===== config.mk =====
export PLATFORM = sky130hd
export DESIGN_NAME = mem_stage
export DESIGN_NICKNAME = d
export VERILOG_FILES = /design/src/rtl/riscv_pkg.sv /design/src/rtl/load_extend.sv /design/src/rtl/mem_stage.sv
export SDC_FILE = /design/constraint.sdc
export NUM_CORES = 1
export LEC_CHECK = 0
export BUFFER_PORTS_ARGS = -buffer_cell sky130_fd_sc_hd__buf_4
export CAP_MARGIN = 20
export CORE_AREA = 2 2 187 189
export CTS_CLUSTER_SIZE = 10
export DETAILED_ROUTE_END_ITERATION = 6
export DIE_AREA = 0 0 189 191
export GPL_TIMING_DRIVEN = 0
export PLACE_DENSITY = 0.76
export SYNTH_ARGS = -nofsm -noshare
export SYNTH_HDL_FRONTEND = slang
export SYNTH_HIERARCHICAL = 1
export SYNTH_SLANG_ARGS = --single-unit

===== constraint.sdc =====
create_clock -name clk -period 2.3 [get_ports clk]
set_input_delay 0.115 -clock clk [delete_from_list [all_inputs] [get_ports clk]]
set_output_delay 0.115 -clock clk [all_outputs]
set_load 0.005 [all_outputs]

===== src/rtl/riscv_pkg.sv =====
// Shared RISC-V memory-stage definitions: datapath width, funct3 access encodings, FSM states
// and small helpers that map an access size onto byte masks.
package riscv_pkg;

    localparam int XLEN = 64;

    localparam logic [1:0] SZ_B = 2'b00;
    localparam logic [1:0] SZ_H = 2'b01;
    localparam logic [1:0] SZ_W = 2'b10;
    localparam logic [1:0] SZ_D = 2'b11;

    localparam logic [2:0] F3_LB  = 3'b000;
    localparam logic [2:0] F3_LH  = 3'b001;
    localparam logic [2:0] F3_LW  = 3'b010;
    localparam logic [2:0] F3_LD  = 3'b011;
    localparam logic [2:0] F3_LBU = 3'b100;
    localparam logic [2:0] F3_LHU = 3'b101;
    localparam logic [2:0] F3_LWU = 3'b110;

    typedef enum logic [1:0] {
        ST_IDLE = 2'd0,
        ST_REQ  = 2'd1,
        ST_WAIT = 2'd2
    } mem_state_e;

    // Byte-enable pattern of an access of the given size, anchored at lane 0.
    function automatic logic [7:0] size_be(input logic [1:0] sz);
        case (sz)
            SZ_B:    size_be = 8'h01;
            SZ_H:    size_be = 8'h03;
            SZ_W:    size_be = 8'h0F;
            default: size_be = 8'hFF;
        endcase
    endfunction

    // Low address bits that must be zero for the access to be naturally aligned.
    function automatic logic [2:0] size_mask(input logic [1:0] sz);
        case (sz)
            SZ_B:    size_mask = 3'b000;
            SZ_H:    size_mask = 3'b001;
            SZ_W:    size_mask = 3'b011;
            default: size_mask = 3'b111;
        endcase
    endfunction

endpackage


===== src/rtl/load_extend.sv =====
// Selects the addressed lane of a returned doubleword and sign/zero-extends it per funct3.
module load_extend
    import riscv_pkg::*;
#(
    parameter int XLEN = riscv_pkg::XLEN
) (
    input  logic [XLEN-1:0] rdata,
    input  logic [2:0]      offset,
    input  logic [2:0]      funct3,
    output logic [XLEN-1:0] data
);

    logic [XLEN-1:0] lane_s;

    assign lane_s = rdata >> {offset, 3'b000};

    // Extend the selected lane to the full register width.
    always_comb begin
        data = {XLEN{1'b0}};
        case (funct3)
            F3_LB:   data = {{(XLEN-8){lane_s[7]}}, lane_s[7:0]};
            F3_LH:   data = {{(XLEN-16){lane_s[15]}}, lane_s[15:0]};
            F3_LW:   data = {{(XLEN-32){lane_s[31]}}, lane_s[31:0]};
            F3_LD:   data = lane_s;
            F3_LBU:  data = {{(XLEN-8){1'b0}}, lane_s[7:0]};
            F3_LHU:  data = {{(XLEN-16){1'b0}}, lane_s[15:0]};
            F3_LWU:  data = {{(XLEN-32){1'b0}}, lane_s[31:0]};
            default: data = lane_s;
        endcase
    end

endmodule


===== src/rtl/mem_stage.sv =====
// Pipeline memory stage: one data-memory access in flight, results registered toward MEM/WB.
// Define MISALIGN_TRAP_EN to trap misaligned accesses (misalign port) instead of aligning them down.
module mem_stage
    import riscv_pkg::*;
#(
    parameter int XLEN = riscv_pkg::XLEN
) (
    input  logic            clk,
    input  logic            reset_n,
    input  logic            in_valid,
    input  logic            MemRead,
    input  logic            MemWrite,
    input  logic            MemtoReg,
    input  logic            RegWrite,
    input  logic [2:0]      funct3,
    input  logic [4:0]      AddRegWrite,
    input  logic [XLEN-1:0] ResultAlu,
    input  logic [XLEN-1:0] WriteData,
    output logic            stall,
    output logic            dmem_req,
    output logic            dmem_we,
    output logic [XLEN-1:0] dmem_addr,
    output logic [XLEN-1:0] dmem_wdata,
    output logic [7:0]      dmem_be,
    input  logic            dmem_gnt,
    input  logic            dmem_rvalid,
    input  logic [XLEN-1:0] dmem_rdata,
`ifdef MISALIGN_TRAP_EN
    output logic            misalign,
`endif
    output logic            out_valid,
    output logic            outMemtoReg,
    output logic            outRegWrite,
    output logic [4:0]      outAddRegWrite,
    output logic [XLEN-1:0] outResultAlu,
    output logic [XLEN-1:0] outDataMem
);

    mem_state_e      state_q, state_d;
    logic [2:0]      op_f3_q, op_f3_d;
    logic [2:0]      op_off_q, op_off_d;
    logic            op_mem_to_reg_q, op_mem_to_reg_d;
    logic            op_reg_write_q, op_reg_write_d;
    logic [4:0]      op_rd_q, op_rd_d;
    logic [XLEN-1:0] op_alu_q, op_alu_d;
    logic            dmem_req_q, dmem_req_d;
    logic            dmem_we_q, dmem_we_d;
    logic [XLEN-1:0] dmem_addr_q, dmem_addr_d;
    logic [XLEN-1:0] dmem_wdata_q, dmem_wdata_d;
    logic [7:0]      dmem_be_q, dmem_be_d;
    logic            out_valid_q, out_valid_d;
    logic            out_mem_to_reg_q, out_mem_to_reg_d;
    logic            out_reg_write_q, out_reg_write_d;
    logic [4:0]      out_rd_q, out_rd_d;
    logic [XLEN-1:0] out_alu_q, out_alu_d;
    logic [XLEN-1:0] out_data_q, out_data_d;
`ifdef MISALIGN_TRAP_EN
    logic            misalign_q, misalign_d;
`endif

    logic [1:0]      size_s;
    logic [2:0]      lo_mask_s;
    logic [2:0]      off_s;
    logic [XLEN-1:0] addr_s;
    logic [7:0]      be_s;
    logic [XLEN-1:0] wdata_s;
    logic            one_mem_s;
    logic            trap_s;
    logic [XLEN-1:0] load_data_s;

    assign size_s    = funct3[1:0];
    assign lo_mask_s = size_mask(size_s);
    assign off_s     = ResultAlu[2:0] & ~lo_mask_s;
    assign addr_s    = {ResultAlu[XLEN-1:3], off_s};
    assign be_s      = size_be(size_s) << off_s;
    assign one_mem_s = MemRead ^ MemWrite;
`ifdef MISALIGN_TRAP_EN
    assign trap_s    = |(ResultAlu[2:0] & lo_mask_s);
`else
    assign trap_s    = 1'b0;
`endif

    // Replicate store data into every lane so the byte enables alone pick the target bytes.
    always_comb begin
        wdata_s = WriteData;
        case (size_s)
            SZ_B:    wdata_s = {(XLEN/8){WriteData[7:0]}};
            SZ_H:    wdata_s = {(XLEN/16){WriteData[15:0]}};
            SZ_W:    wdata_s = {(XLEN/32){WriteData[31:0]}};
            default: wdata_s = WriteData;
        endcase
    end

    load_extend #(.XLEN(XLEN)) u_load_extend (
        .rdata  (dmem_rdata),
        .offset (op_off_q),
        .funct3 (op_f3_q),
        .data   (load_data_s)
    );

    // Stall is combinational so upstream freezes in the very cycle a memory op is accepted.
    assign stall = reset_n & ((state_q != ST_IDLE) | (in_valid & one_mem_s & ~trap_s));

    // FSM and next-value logic for request and result registers.
    always_comb begin
        state_d          = state_q;
        op_f3_d          = op_f3_q;
        op_off_d         = op_off_q;
        op_mem_to_reg_d  = op_mem_to_reg_q;
        op_reg_write_d   = op_reg_write_q;
        op_rd_d          = op_rd_q;
        op_alu_d         = op_alu_q;
        dmem_req_d       = dmem_req_q;
        dmem_we_d        = dmem_we_q;
        dmem_addr_d      = dmem_addr_q;
        dmem_wdata_d     = dmem_wdata_q;
        dmem_be_d        = dmem_be_q;
        out_valid_d      = 1'b0;
        out_mem_to_reg_d = out_mem_to_reg_q;
        out_reg_write_d  = out_reg_write_q;
        out_rd_d         = out_rd_q;
        out_alu_d        = out_alu_q;
        out_data_d       = out_data_q;
`ifdef MISALIGN_TRAP_EN
        misalign_d       = 1'b0;
`endif
        case (state_q)
            ST_IDLE: begin
                if (in_valid && one_mem_s && !trap_s) begin
                    state_d         = ST_REQ;
                    op_f3_d         = funct3;
                    op_off_d        = off_s;
                    op_mem_to_reg_d = MemtoReg;
                    op_reg_write_d  = RegWrite;
                    op_rd_d         = AddRegWrite;
                    op_alu_d        = ResultAlu;
                    dmem_req_d      = 1'b1;
                    dmem_we_d       = MemWrite;
                    dmem_addr_d     = addr_s;
                    dmem_wdata_d    = wdata_s;
                    dmem_be_d       = be_s;
                end else if (in_valid) begin
                    // Non-memory op, conflicting read+write, or trapped access: retire in one cycle.
                    out_valid_d      = 1'b1;
                    out_mem_to_reg_d = MemtoReg;
                    out_reg_write_d  = RegWrite & ~(MemRead & MemWrite) & ~trap_s;
                    out_rd_d         = AddRegWrite;
                    out_alu_d        = ResultAlu;
                    out_data_d       = {XLEN{1'b0}};
`ifdef MISALIGN_TRAP_EN
                    misalign_d       = trap_s;
`endif
                end else begin
                    state_d = ST_IDLE;
                end
            end
            ST_REQ: begin
                if (dmem_gnt) begin
                    dmem_req_d = 1'b0;
                    dmem_we_d  = 1'b0;
                    dmem_be_d  = 8'h00;
                    if (dmem_we_q) begin
                        state_d          = ST_IDLE;
                        out_valid_d      = 1'b1;
                        out_mem_to_reg_d = op_mem_to_reg_q;
                        out_reg_write_d  = op_reg_write_q;
                        out_rd_d         = op_rd_q;
                        out_alu_d        = op_alu_q;
                        out_data_d       = {XLEN{1'b0}};
                    end else begin
                        state_d = ST_WAIT;
                    end
                end else begin
                    state_d = ST_REQ;
                end
            end
            ST_WAIT: begin
                if (dmem_rvalid) begin
                    state_d          = ST_IDLE;
                    out_valid_d      = 1'b1;
                    out_mem_to_reg_d = op_mem_to_reg_q;
                    out_reg_write_d  = op_reg_write_q;
                    out_rd_d         = op_rd_q;
                    out_alu_d        = op_alu_q;
                    out_data_d       = load_data_s;
                end else begin
                    state_d = ST_WAIT;
                end
            end
            default: state_d = ST_IDLE;
        endcase
    end

    // State and output registers, cleared asynchronously by reset_n.
    always_ff @(posedge clk or negedge reset_n) begin
        if (!reset_n) begin
            state_q          <= ST_IDLE;
            op_f3_q          <= 3'b000;
            op_off_q         <= 3'b000;
            op_mem_to_reg_q  <= 1'b0;
            op_reg_write_q   <= 1'b0;
            op_rd_q          <= 5'd0;
            op_alu_q         <= {XLEN{1'b0}};
            dmem_req_q       <= 1'b0;
            dmem_we_q        <= 1'b0;
            dmem_addr_q      <= {XLEN{1'b0}};
            dmem_wdata_q     <= {XLEN{1'b0}};
            dmem_be_q        <= 8'h00;
            out_valid_q      <= 1'b0;
            out_mem_to_reg_q <= 1'b0;
            out_reg_write_q  <= 1'b0;
            out_rd_q         <= 5'd0;
            out_alu_q        <= {XLEN{1'b0}};
            out_data_q       <= {XLEN{1'b0}};
`ifdef MISALIGN_TRAP_EN
            misalign_q       <= 1'b0;
`endif
        end else begin
            state_q          <= state_d;
            op_f3_q          <= op_f3_d;
            op_off_q         <= op_off_d;
            op_mem_to_reg_q  <= op_mem_to_reg_d;
            op_reg_write_q   <= op_reg_write_d;
            op_rd_q          <= op_rd_d;
            op_alu_q         <= op_alu_d;
            dmem_req_q       <= dmem_req_d;
            dmem_we_q        <= dmem_we_d;
            dmem_addr_q      <= dmem_addr_d;
            dmem_wdata_q     <= dmem_wdata_d;
            dmem_be_q        <= dmem_be_d;
            out_valid_q      <= out_valid_d;
            out_mem_to_reg_q <= out_mem_to_reg_d;
            out_reg_write_q  <= out_reg_write_d;
            out_rd_q         <= out_rd_d;
            out_alu_q        <= out_alu_d;
            out_data_q       <= out_data_d;
`ifdef MISALIGN_TRAP_EN
            misalign_q       <= misalign_d;
`endif
        end
    end

    assign dmem_req       = dmem_req_q;
    assign dmem_we        = dmem_we_q;
    assign dmem_addr      = dmem_addr_q;
    assign dmem_wdata     = dmem_wdata_q;
    assign dmem_be        = dmem_be_q;
    assign out_valid      = out_valid_q;
    assign outMemtoReg    = out_mem_to_reg_q;
    assign outRegWrite    = out_reg_write_q;
    assign outAddRegWrite = out_rd_q;
    assign outResultAlu   = out_alu_q;
    assign outDataMem     = out_data_q;
`ifdef MISALIGN_TRAP_EN
    assign misalign       = misalign_q;
`endif

endmodule


Word-level counts from Yosys, hierarchy flattened
Index checks and enable logic that the tools add are counted.
- register bits: 353
- input bits: 209
- output and inout port bits: 275
- eq/ne operators: 16
- shift operators: 2
- muxes and demuxes: 54
- bitwise logic cells: 9
- reduce and logical (&&, ||, !) cells: 10
- operator list (cell ; number):
    2-to-1 mux 64 bit ; 10
    case mux 64 bit (3 select lines) ; 3
    case mux 64 bit (6 select lines) ; 1
    right shift 64 x 6 -> 64 bit ; 1
    2-to-1 mux 5 bit ; 5
    case mux 8 bit (3 select lines) ; 1
    2-to-1 mux 1 bit ; 18
    2-to-1 mux 8 bit ; 2
    case mux 8 bit (2 select lines) ; 1
    case mux 5 bit (3 select lines) ; 1
    inequality test 2 bit (second input constant) ; 6
    2-to-1 mux 2 bit ; 5
    equality test 3 bit (second input constant) ; 3
    case mux 1 bit (3 select lines) ; 3
    case mux 3 bit (3 select lines) ; 1
    << shifter 8 x 3 -> 8 bit ; 1
    case mux 2 bit (3 select lines) ; 1
    AND reduction 6 bit ; 1
    bitwise AND 1 bit ; 4
    equality test 2 x 1 -> 1 bit (second input constant) ; 2
    equality test 2 bit (second input constant) ; 2
    logical NOT 2 bit ; 2
    case mux 1 bit (2 select lines) ; 2
    nonzero test 2 bit ; 2
    other kinds (13) ; 13

Longest topological paths before layout
Gate-level depths: netlist of run 1.
- depth in word-level cells: 7
- depth in mapped cells: 9
- mapped depth without buffers: 6

Modules after synthesis
Netlist of run 1, hierarchy kept.
- by module, submodules not included (module ; times used ; cells each ; area an instance (µm²)):
    mem_stage ; 1 ; 1116 ; 13416.6
    load_extend ; 1 ; 293 ; 2338.5

Worst setup path after synthesis of run 1
Ideal clock, no wire load.
- path type: register to register
- start point: register op_off_q[1]
- end point: register out_data_q[16] (netlist: outDataMem[16])
- setup time: 0.079 ns
- arrival: 2.079 ns
- slack: 0.142 ns
- stages on the path, launching flop included: 10
- path buffers: 3
- period minus slack after synthesis: 2.158 ns
- path through: dfrtp_1 -> buf_6 -> mux2i_1 -> mux4_2 -> or4_4 -> buf_6 -> buf_6 -> nand3_1 -> nand2_1 -> mux2i_1
- longest elaborated chain between the ends: 4
- RTL lines (element ; line ; source):
    from (decl) ; mem_stage.sv:41 ; logic [2:0] op_off_q, op_off_d;
    from (signal assigned) ; mem_stage.sv:221 ; op_off_q <= op_off_d;
    right shift 64 x 6 -> 64 bit ; load_extend.sv:15 ; assign lane_s = rdata >> {offset, 3'b000};
    case mux 64 bit (6 select lines) ; load_extend.sv:20 ; case (funct3)
    via load_data_s[16] ; mem_stage.sv:69 ; logic [XLEN-1:0] load_data_s;
    2-to-1 mux 64 bit ; mem_stage.sv:178 ; if (dmem_rvalid) begin
    case mux 64 bit (3 select lines) ; mem_stage.sv:127 ; case (state_q)
    to (signal assigned) ; mem_stage.sv:214 ; out_data_q <= {XLEN{1'b0}};
    to (signal assigned) ; mem_stage.sv:236 ; out_data_q <= out_data_d;
    to (decl) ; mem_stage.sv:56 ; logic [XLEN-1:0] out_data_q, out_data_d;
The timed path passes the listed nets, and every way through them passes these cells. The select of a mux whose other input is x is not followed.
A chain may end at the register's enable or synchronous reset.

Final worst setup path of run 1
- start point: register op_off_q[1]
- end point: register out_data_q[44] (netlist: outDataMem[44])
The elaborated chain is that of the path after synthesis.

==> results of run 1 <==
-- cells by family after synthesis --
| family | after synthesis |
|---|---|
| DFF | 289 |
| buffers and inverters | 240 |
| AOI/OAI and AO/OA | 168 |
| muxes | 403 |
| adders and majority gates | 6 |
| and+or+nand+nor | 303 |
-- final cells by class --
| type | count | share of cell area [%] |
|---|---|---|
| multi-input combinational | 880 | 32.5 |
| inverter | 75 | 1.24 |
| buffer | 165 | 5.00 |
| tap | 455 | 2.50 |
| clock inverter | 2 | 0.126 |
| clock buffer | 44 | 4.08 |
| timing repair buffer | 623 | 22.7 |
| sequential | 289 | 31.8 |
| antenna | 1 | 0.0110 |
-- power groups by stage --
stage	Clock [mW]	Combinational (mW)	Sequential, mW
after floorplan	0	9.83	8.85
after global placement	0	16.6	8.86
after detailed placement	0	16.9	9.00
after CTS	4.95	17.8	8.96
after global routing	5.17	19.4	9.29
final	4.89	18.2	9.04
-- state kept, by name, indices dropped and copies added (netlist names), 2 cells and up --
name	cells
op_alu_q	64
outDataMem	64
dmem_wdata	64
state_q	2
op_rd_q	5
outAddRegWrite	5
outResultAlu	64
op_off_q	2
op_f3_q	3
dmem_be	8
-- worst max-delay path: stages (launching register included) --
cell and delay (ns):
dfrtp_2 0.47, buf_8 0.17, mux2i_1 0.13, mux4_2 0.48
or4_4 0.47, buf_12 0.19, buf_8 0.13, nand4_1 0.15
nand2_1 0.08, mux2i_1 0.13
-- how the worst max path moves through the flow --
stage | from | endpoint | slack [ns] | cells after the start
after floorplan | op_off_q[1] | outDataMem[16] | 0.14 | 9
after global placement | reset_n | dmem_wdata[2] | -1.47 | 1
after detailed placement | op_off_q[0] | outDataMem[13] | -0.52 | 9
after CTS | op_off_q[1] | outDataMem[44] | -0.13 | 9
after global routing | op_off_q[1] | outDataMem[43] | -0.25 | 9
final | op_off_q[1] | outDataMem[44] | -0.19 | 9
-- what timing repair did --
| item | CTS | global route |
|---|---|---|
| hold endpoints to repair | 259 | 111 |
| resized for setup | 72 | 46 |
| pin swaps | 2 | 2 |
| buffers inserted | 8 | 2 |
| endpoints found under the setup margin | 201 | 206 |
| gates cloned | 4 | 0 |
-- stage by stage --
step	hold slack [ns]	total power, mW
5_1_grt	-0.306	33.8
3_3_place_gp	0.352	25.5
6_report	-0.341	32.1
3_5_place_dp	0.0944	25.9
2_1_floorplan	-0.181	18.7
4_1_cts	-0.328	31.7
-- layer usage --
layer	routed length [um]	vias up
li1	-	6198
met1	21500	6900
met2	28000	688
met3	4300	177
met4	2880	0
met5	0	-
-- cells in the final DEF (no fill, tap or decap), types with 35 or more instances in the layout --
cell           instances
clkbuf_1              35
mux2_2               222
nand2_1              172
dlygate4sd3_1        124
buf_4                564
mux2i_1              146
inv_1                 73
dfrtp_1              287
clkbuf_16             35
o21ai_0               62
==> run_results.csv, run 1 <==
group,metric,value,unit
synthesis,yosys_warnings,6,
cts,clock_path_buffers,3,
detailed_routing,drt_iter0_drc,822,
critical_path,cp-end-kind,"flop",
grt,top_usage_layer,"met2",
critical_path,crit-reg2reg-launch,"op_off_q[1]",
sta,min_period,2.49,ns
synthesis,ys_types,45,
synthesis,muxShareOfSynthArea,29.8,%
critical_path,arrival,2.93,ns
place,placed_cells,2347,
synthesis,netlist_area,15800,um^2
sta,fin_crit_sh,108,%
detailed_routing,routedWlPerCell,22.4,um
grt,grt_pass1_vias,14900,
place,gp_congestion,0.970,
detailed_routing,firstDrtPassIters,5,
grt,grt_max_degree,113,
floorplanning,row_count,68,
synthesis,ys_seq_area_share,45.9,%
grt,grt_pass1_wl,86000,um
cts,postCtsHoldBufs,126,
floorplanning,die-area,36100,um^2
sta,timing.final.ws_setup,-0.186,ns
synthesis,synth.most_common_cell,"dfrtp_1",
place,placed_cell_area,20000,um^2
synthesis,synth-async-reset-ratio,100,%
synthesis,synth_xor_area_share,0,%
critical_path,reg2reg_depth,9,
sta,fin_setup_tns,-5.96,ns
place,numPortBuffers,481,
cts,htree_levels,2,
power,p_clk_share,15.2,%
place,dp_slack,-0.516,ns
synthesis,synth_top_family_by_area,"multiplexers",
synthesis,synth.avg_cell_area,11.2,um^2
power,switchingPower,12.0,mW
floorplanning,die_h,191,um
synthesis,synth_cells,1409,
sta,fmax,0.402,GHz
layout,design_area,22800,um^2
power,seqPwrFrac,28.1,%
critical_path,crit_type,"flop to flop",
sta,skew,0.0134,ns
synthesis,yosys-top-cells-area,"dfrtp_1 46%, mux2_2 16%, mux2i_1 9.5%",
floorplanning,fp.dieW,189,um
sta,worst_pin_slew,0.894,ns
grt,use_met1,36.7,%
layout,drive_gt1_share,46.6,%
power,p_leak,11.0,nW
synthesis,synth-edff-count,0,
sta,finalHoldViolations,111,
grt,overflow,0,
power,swShare,37.3,%
detailed_routing,totalWireLength,56700,um
synthesis,synthSimpleGateAreaFrac,8.84,%
floorplanning,start_util,46.2,%
detailed_routing,vias,14000,
layout,regArea,7230,um^2
synthesis,synth_top_cell_by_area,"dfrtp_1",
sta,final-max-slew-violation-count,0,
power,p_int,20.1,mW
cts,cts_tree,"yes",
floorplanning,io_pins,484,
layout,final.fill_count,2562,
critical_path,r2r_slack,-0.19,ns
sta,slew_headroom,40.2,%
power,combPwrFrac,56.6,%
synthesis,syn_nets,1624,
power,vdd_drop_max,0.000958,V
synthesis,synthFlopType,"dfrtp_1",
critical_path,reg2reg_to,"outDataMem[44]",
floorplanning,core_area,34100,um^2
detailed_routing,via_per_inst,5.51,
sta,finalSetupViolCount,56,
grt,gr-usage-met2,53.5,%
synthesis,synth_compound_area_share,6.89,%
cts,clk_latency,0.53,ns
layout,final_cells,2534,
sta,whs,-0.341,ns
sta,rsz0062_at_grt,"true",
layout,finalNetCount,2284,
layout,multi_input_area,7400,um^2
critical_path,worstPathMaxFanout,8,
status,outcome,"complete, but fails checks",
layout,syn_to_final_growth,44.5,%
place,place.detailed.hpwl,41000,um
run,cap_viol_max_count,0,
critical_path,cp.required,2.75,ns
cts,cts_made_buffers,35,
critical_path,start_kind,"flop",
synthesis,synth_top_area_share,45.9,%
cts,clk_pin_slew_worst_paths,0.06,ns
synthesis,synth_common_cells,"289 x dfrtp_1, 222 x mux2_2, 174 x nand2_1, 150 x mux2i_1, 73 x inv_1",
power,power.density,1410,nW/um^2
grt,antenna_found_initial,0,
cts,numClockSinks,289,
min_path,hp-class,"primary input to asynchronous set/reset pin",
synthesis,ys_seq_elements,289,
detailed_routing,drc,0,
grt,grtUsageTotal,30.9,%
cts,cts_root_buf,"clkbuf_16",
detailed_routing,final_antenna_net_count,0,
grt,gr-usage-met3,6.66,%
synthesis,synthAdderAreaFrac,0.476,%
status,failed_checks,"negative hold slack, negative setup slack",
layout,finish.utilization,66.7,%
Power figures use the tool's default switching activity.
==> inputs of run 2 (changes only) <==
- ABC_AREA: unset -> 1
- CORE_AREA: 2 2 187 189 -> unset
- CORE_MARGIN: unset -> 1
- CORE_UTILIZATION: unset -> 48
- DIE_AREA: 0 0 189 191 -> unset
- PLACE_DENSITY: 0.76 -> 0.78
- SLEW_MARGIN: unset -> 20
==> run 2 against run 1 <==
Against the previous run:
- the flow finishes with violations (negative hold slack)
- final area rose by 1.5%
- sequential cell count did not move
- combinational power fell by 11%
- non-clock buffer count rose by 61
- synthesized cell count rose by 62%
- die area fell by 3.9%
- critical path type unchanged
- critical endpoint is now outDataMem[3]
==> run_results.csv, run 2 <==
group,metric,value,unit
cts,htree_levels,2,
sta,finalHoldViolations,171,
synthesis,synth_top_area_share,44.4,%
cts,cts_root_buf,"clkbuf_16",
layout,finish.utilization,69.0,%
critical_path,crit-reg2reg-launch,"op_off_q[1]",
critical_path,worstPathMaxFanout,10,
place,place.detailed.hpwl,50000,um
detailed_routing,drc,0,
grt,grt_pass1_vias,18200,
critical_path,crit_type,"flop to flop",
critical_path,reg2reg_to,"outDataMem[3]",
synthesis,ys_seq_elements,289,
critical_path,cp-end-kind,"flop",
place,gp_congestion,0.946,
floorplanning,io_pins,484,
sta,whs,-0.152,ns
place,placed_cell_area,20600,um^2
layout,multi_input_area,7120,um^2
sta,rsz0062_at_grt,"true",
critical_path,reg2reg_depth,10,
synthesis,synth.most_common_cell,"nand2_1",
detailed_routing,routedWlPerCell,19.9,um
sta,skew,0.0245,ns
grt,grt_max_degree,91,
critical_path,r2r_slack,0.06,ns
layout,finalNetCount,3174,
layout,mostFrequentLayoutCells,"904 x nand2_1, 556 x buf_4, 289 x dfrtp_1, 261 x nand3_1, 192 x o21ai_0",
synthesis,synth-async-reset-ratio,100,%
floorplanning,die-area,34700,um^2
cts,clk_pin_slew_worst_paths,0.07,ns
layout,regArea,7230,um^2
sta,slew_headroom,47.8,%
power,vdd_drop_max,0.000763,V
synthesis,netlist_area,16300,um^2
critical_path,arrival,2.70,ns
floorplanning,core_area,33400,um^2
layout,drive_gt1_share,25.2,%
grt,grtUsageTotal,38.6,%
floorplanning,row_count,67,
sta,finalSetupViolCount,0,
grt,grt_pass1_wl,101000,um
sta,min_period,2.24,ns
critical_path,critPathMaxStageDelay,0.48,ns
power,power,30.1,mW
status,outcome,"complete, but fails checks",
detailed_routing,totalWireLength,67900,um
layout,final_cells,3420,
synthesis,ys_types,36,
cts,clock_path_buffers,3,
synthesis,synth.avg_cell_area,7.12,um^2
floorplanning,start_util,48.7,%
detailed_routing,firstDrtPassIters,6,
detailed_routing,final_antenna_net_count,0,
critical_path,startpoint,"op_off_q[1]",
synthesis,yosys_warnings,6,
run,cap_viol_max_count,0,
synthesis,syn_nets,2504,
grt,antenna_found_initial,4,
synthesis,yosys-top-cells-area,"dfrtp_1 44%, nand2_1 21%, nand3_1 8.0%",
cts,cts_made_buffers,35,
status,failed_checks,"negative hold slack",
layout,design_area,23100,um^2
cts,cts_tree,"yes",
floorplanning,die_h,186,um
cts,numClockSinks,289,
critical_path,cp-endpoint,"outDataMem[3]",
place,dp_slack,-0.0357,ns
critical_path,critical-path-top-delay-family,"buffers and inverters",
power,p_leak,12.9,nW
synthesis,ys_seq_area_share,44.4,%
critical_path,start_kind,"flop",
sta,final-max-slew-violation-count,0,
critical_path,crit_slowest_cell,"clkbuf_1",
synthesis,synth-edff-count,0,
sta,fin_setup_tns,0,ns
critical_path,critical_path_depth,10,
synthesis,synth_common_cells,"904 x nand2_1, 289 x dfrtp_1, 261 x nand3_1, 196 x o21ai_0, 180 x inv_1",
min_path,hp-class,"primary input to asynchronous set/reset pin",
synthesis,synth_top_cell_by_area,"dfrtp_1",
cts,clk_latency,0.54,ns
critical_path,path_buf_inv,5,
critical_path,cp.required,2.76,ns
place,numPortBuffers,482,
detailed_routing,drt_iter0_drc,1514,
sta,timing.final.ws_setup,0.0604,ns
synthesis,synthFlopType,"dfrtp_1",
cts,postCtsHoldBufs,146,
sta,worst_pin_slew,0.783,ns
sta,fin_crit_sh,97.4,%
grt,overflow,0,
critical_path,crit_chain,"buf_6 > inv_2 > buf_6 > clkbuf_1 > o21ai_0 > o21ai_0 > nand2_1 > inv_1 > nand3_1 > nand2_1",
detailed_routing,vias,18500,
sta,fmax,0.447,GHz
detailed_routing,via_per_inst,5.42,
power,power.density,1300,nW/um^2
layout,syn_to_final_growth,41.7,%
floorplanning,fp.dieW,186,um
layout,final.fill_count,2730,
layout,final_common_cell,"nand2_1",
place,placed_cells,3222,
synthesis,synth_cells,2289,
-- run 2: worst min path at each step --
stage                          from          endpoint  cells after the start  slack (ns)
after detailed placement    reset_n  outResultAlu[51]                      1      -0.002
after global placement    funct3[2]        op_f3_q[2]                      3        0.32
final                       reset_n      op_alu_q[44]                      5       -0.15
after floorplan             reset_n      dmem_addr[2]                      0       -0.18
after CTS                   reset_n  outResultAlu[54]                      5       -0.11
after global routing        reset_n      op_alu_q[44]                      5       -0.09
-- run 2: cells by family after synthesis --
family,share of synthesized area [%]
and+or+nand+nor,34.1
muxes,0.184
AOI/OAI and AO/OA,8.84
DFF,44.4
adders and majority gates,0.461
buffers and inverters,12.0
-- run 2: repair_timing --
action / in CTS / in global routing
setup endpoints to repair: 24 / 154
hold endpoints to repair: 399 / 171
gates resized for setup: 2 / 44
pin swaps: 1 / 0
buffers inserted: 2 / 0
-- run 2: metal layers --
metal	global-route usage (%)	part of all wire [%]	routed length, um	vias to the layer above
met4	22.4	6.6	4460	0
met5	0	0	0	-
met1	45.6	37	25100	8744
li1	-	-	-	8519
met2	63.5	47	32200	994
met3	10.0	9.1	6150	267
-- run 2: power by group --
part	internal, mW	leakage [nW]	switching, mW
Clock	2.78	0.464	2.16
Sequential	7.34	3.66	1.62
Combinational	6.88	8.78	9.29
Total	17.0	12.9	13.1
-- run 2: worst min-delay path, cell delays in order --
cell and delay, ns:
buf_8 0.07, buf_12 0.08, buf_12 0.08, buf_12 0.12, buf_16 0.33
-- run 2: cell type report --
| class | count | area share (%) |
|---|---|---|
| multi-input cells | 1596 | 30.8 |
| flip-flops and latches | 289 | 31.3 |
| repair buffers | 633 | 22.7 |
| plain buffers | 216 | 5.53 |
| clock inverters | 3 | 0.146 |
| well taps | 448 | 2.43 |
| diodes | 5 | 0.0542 |
| inverters | 188 | 3.08 |
| clock buffers | 42 | 3.95 |
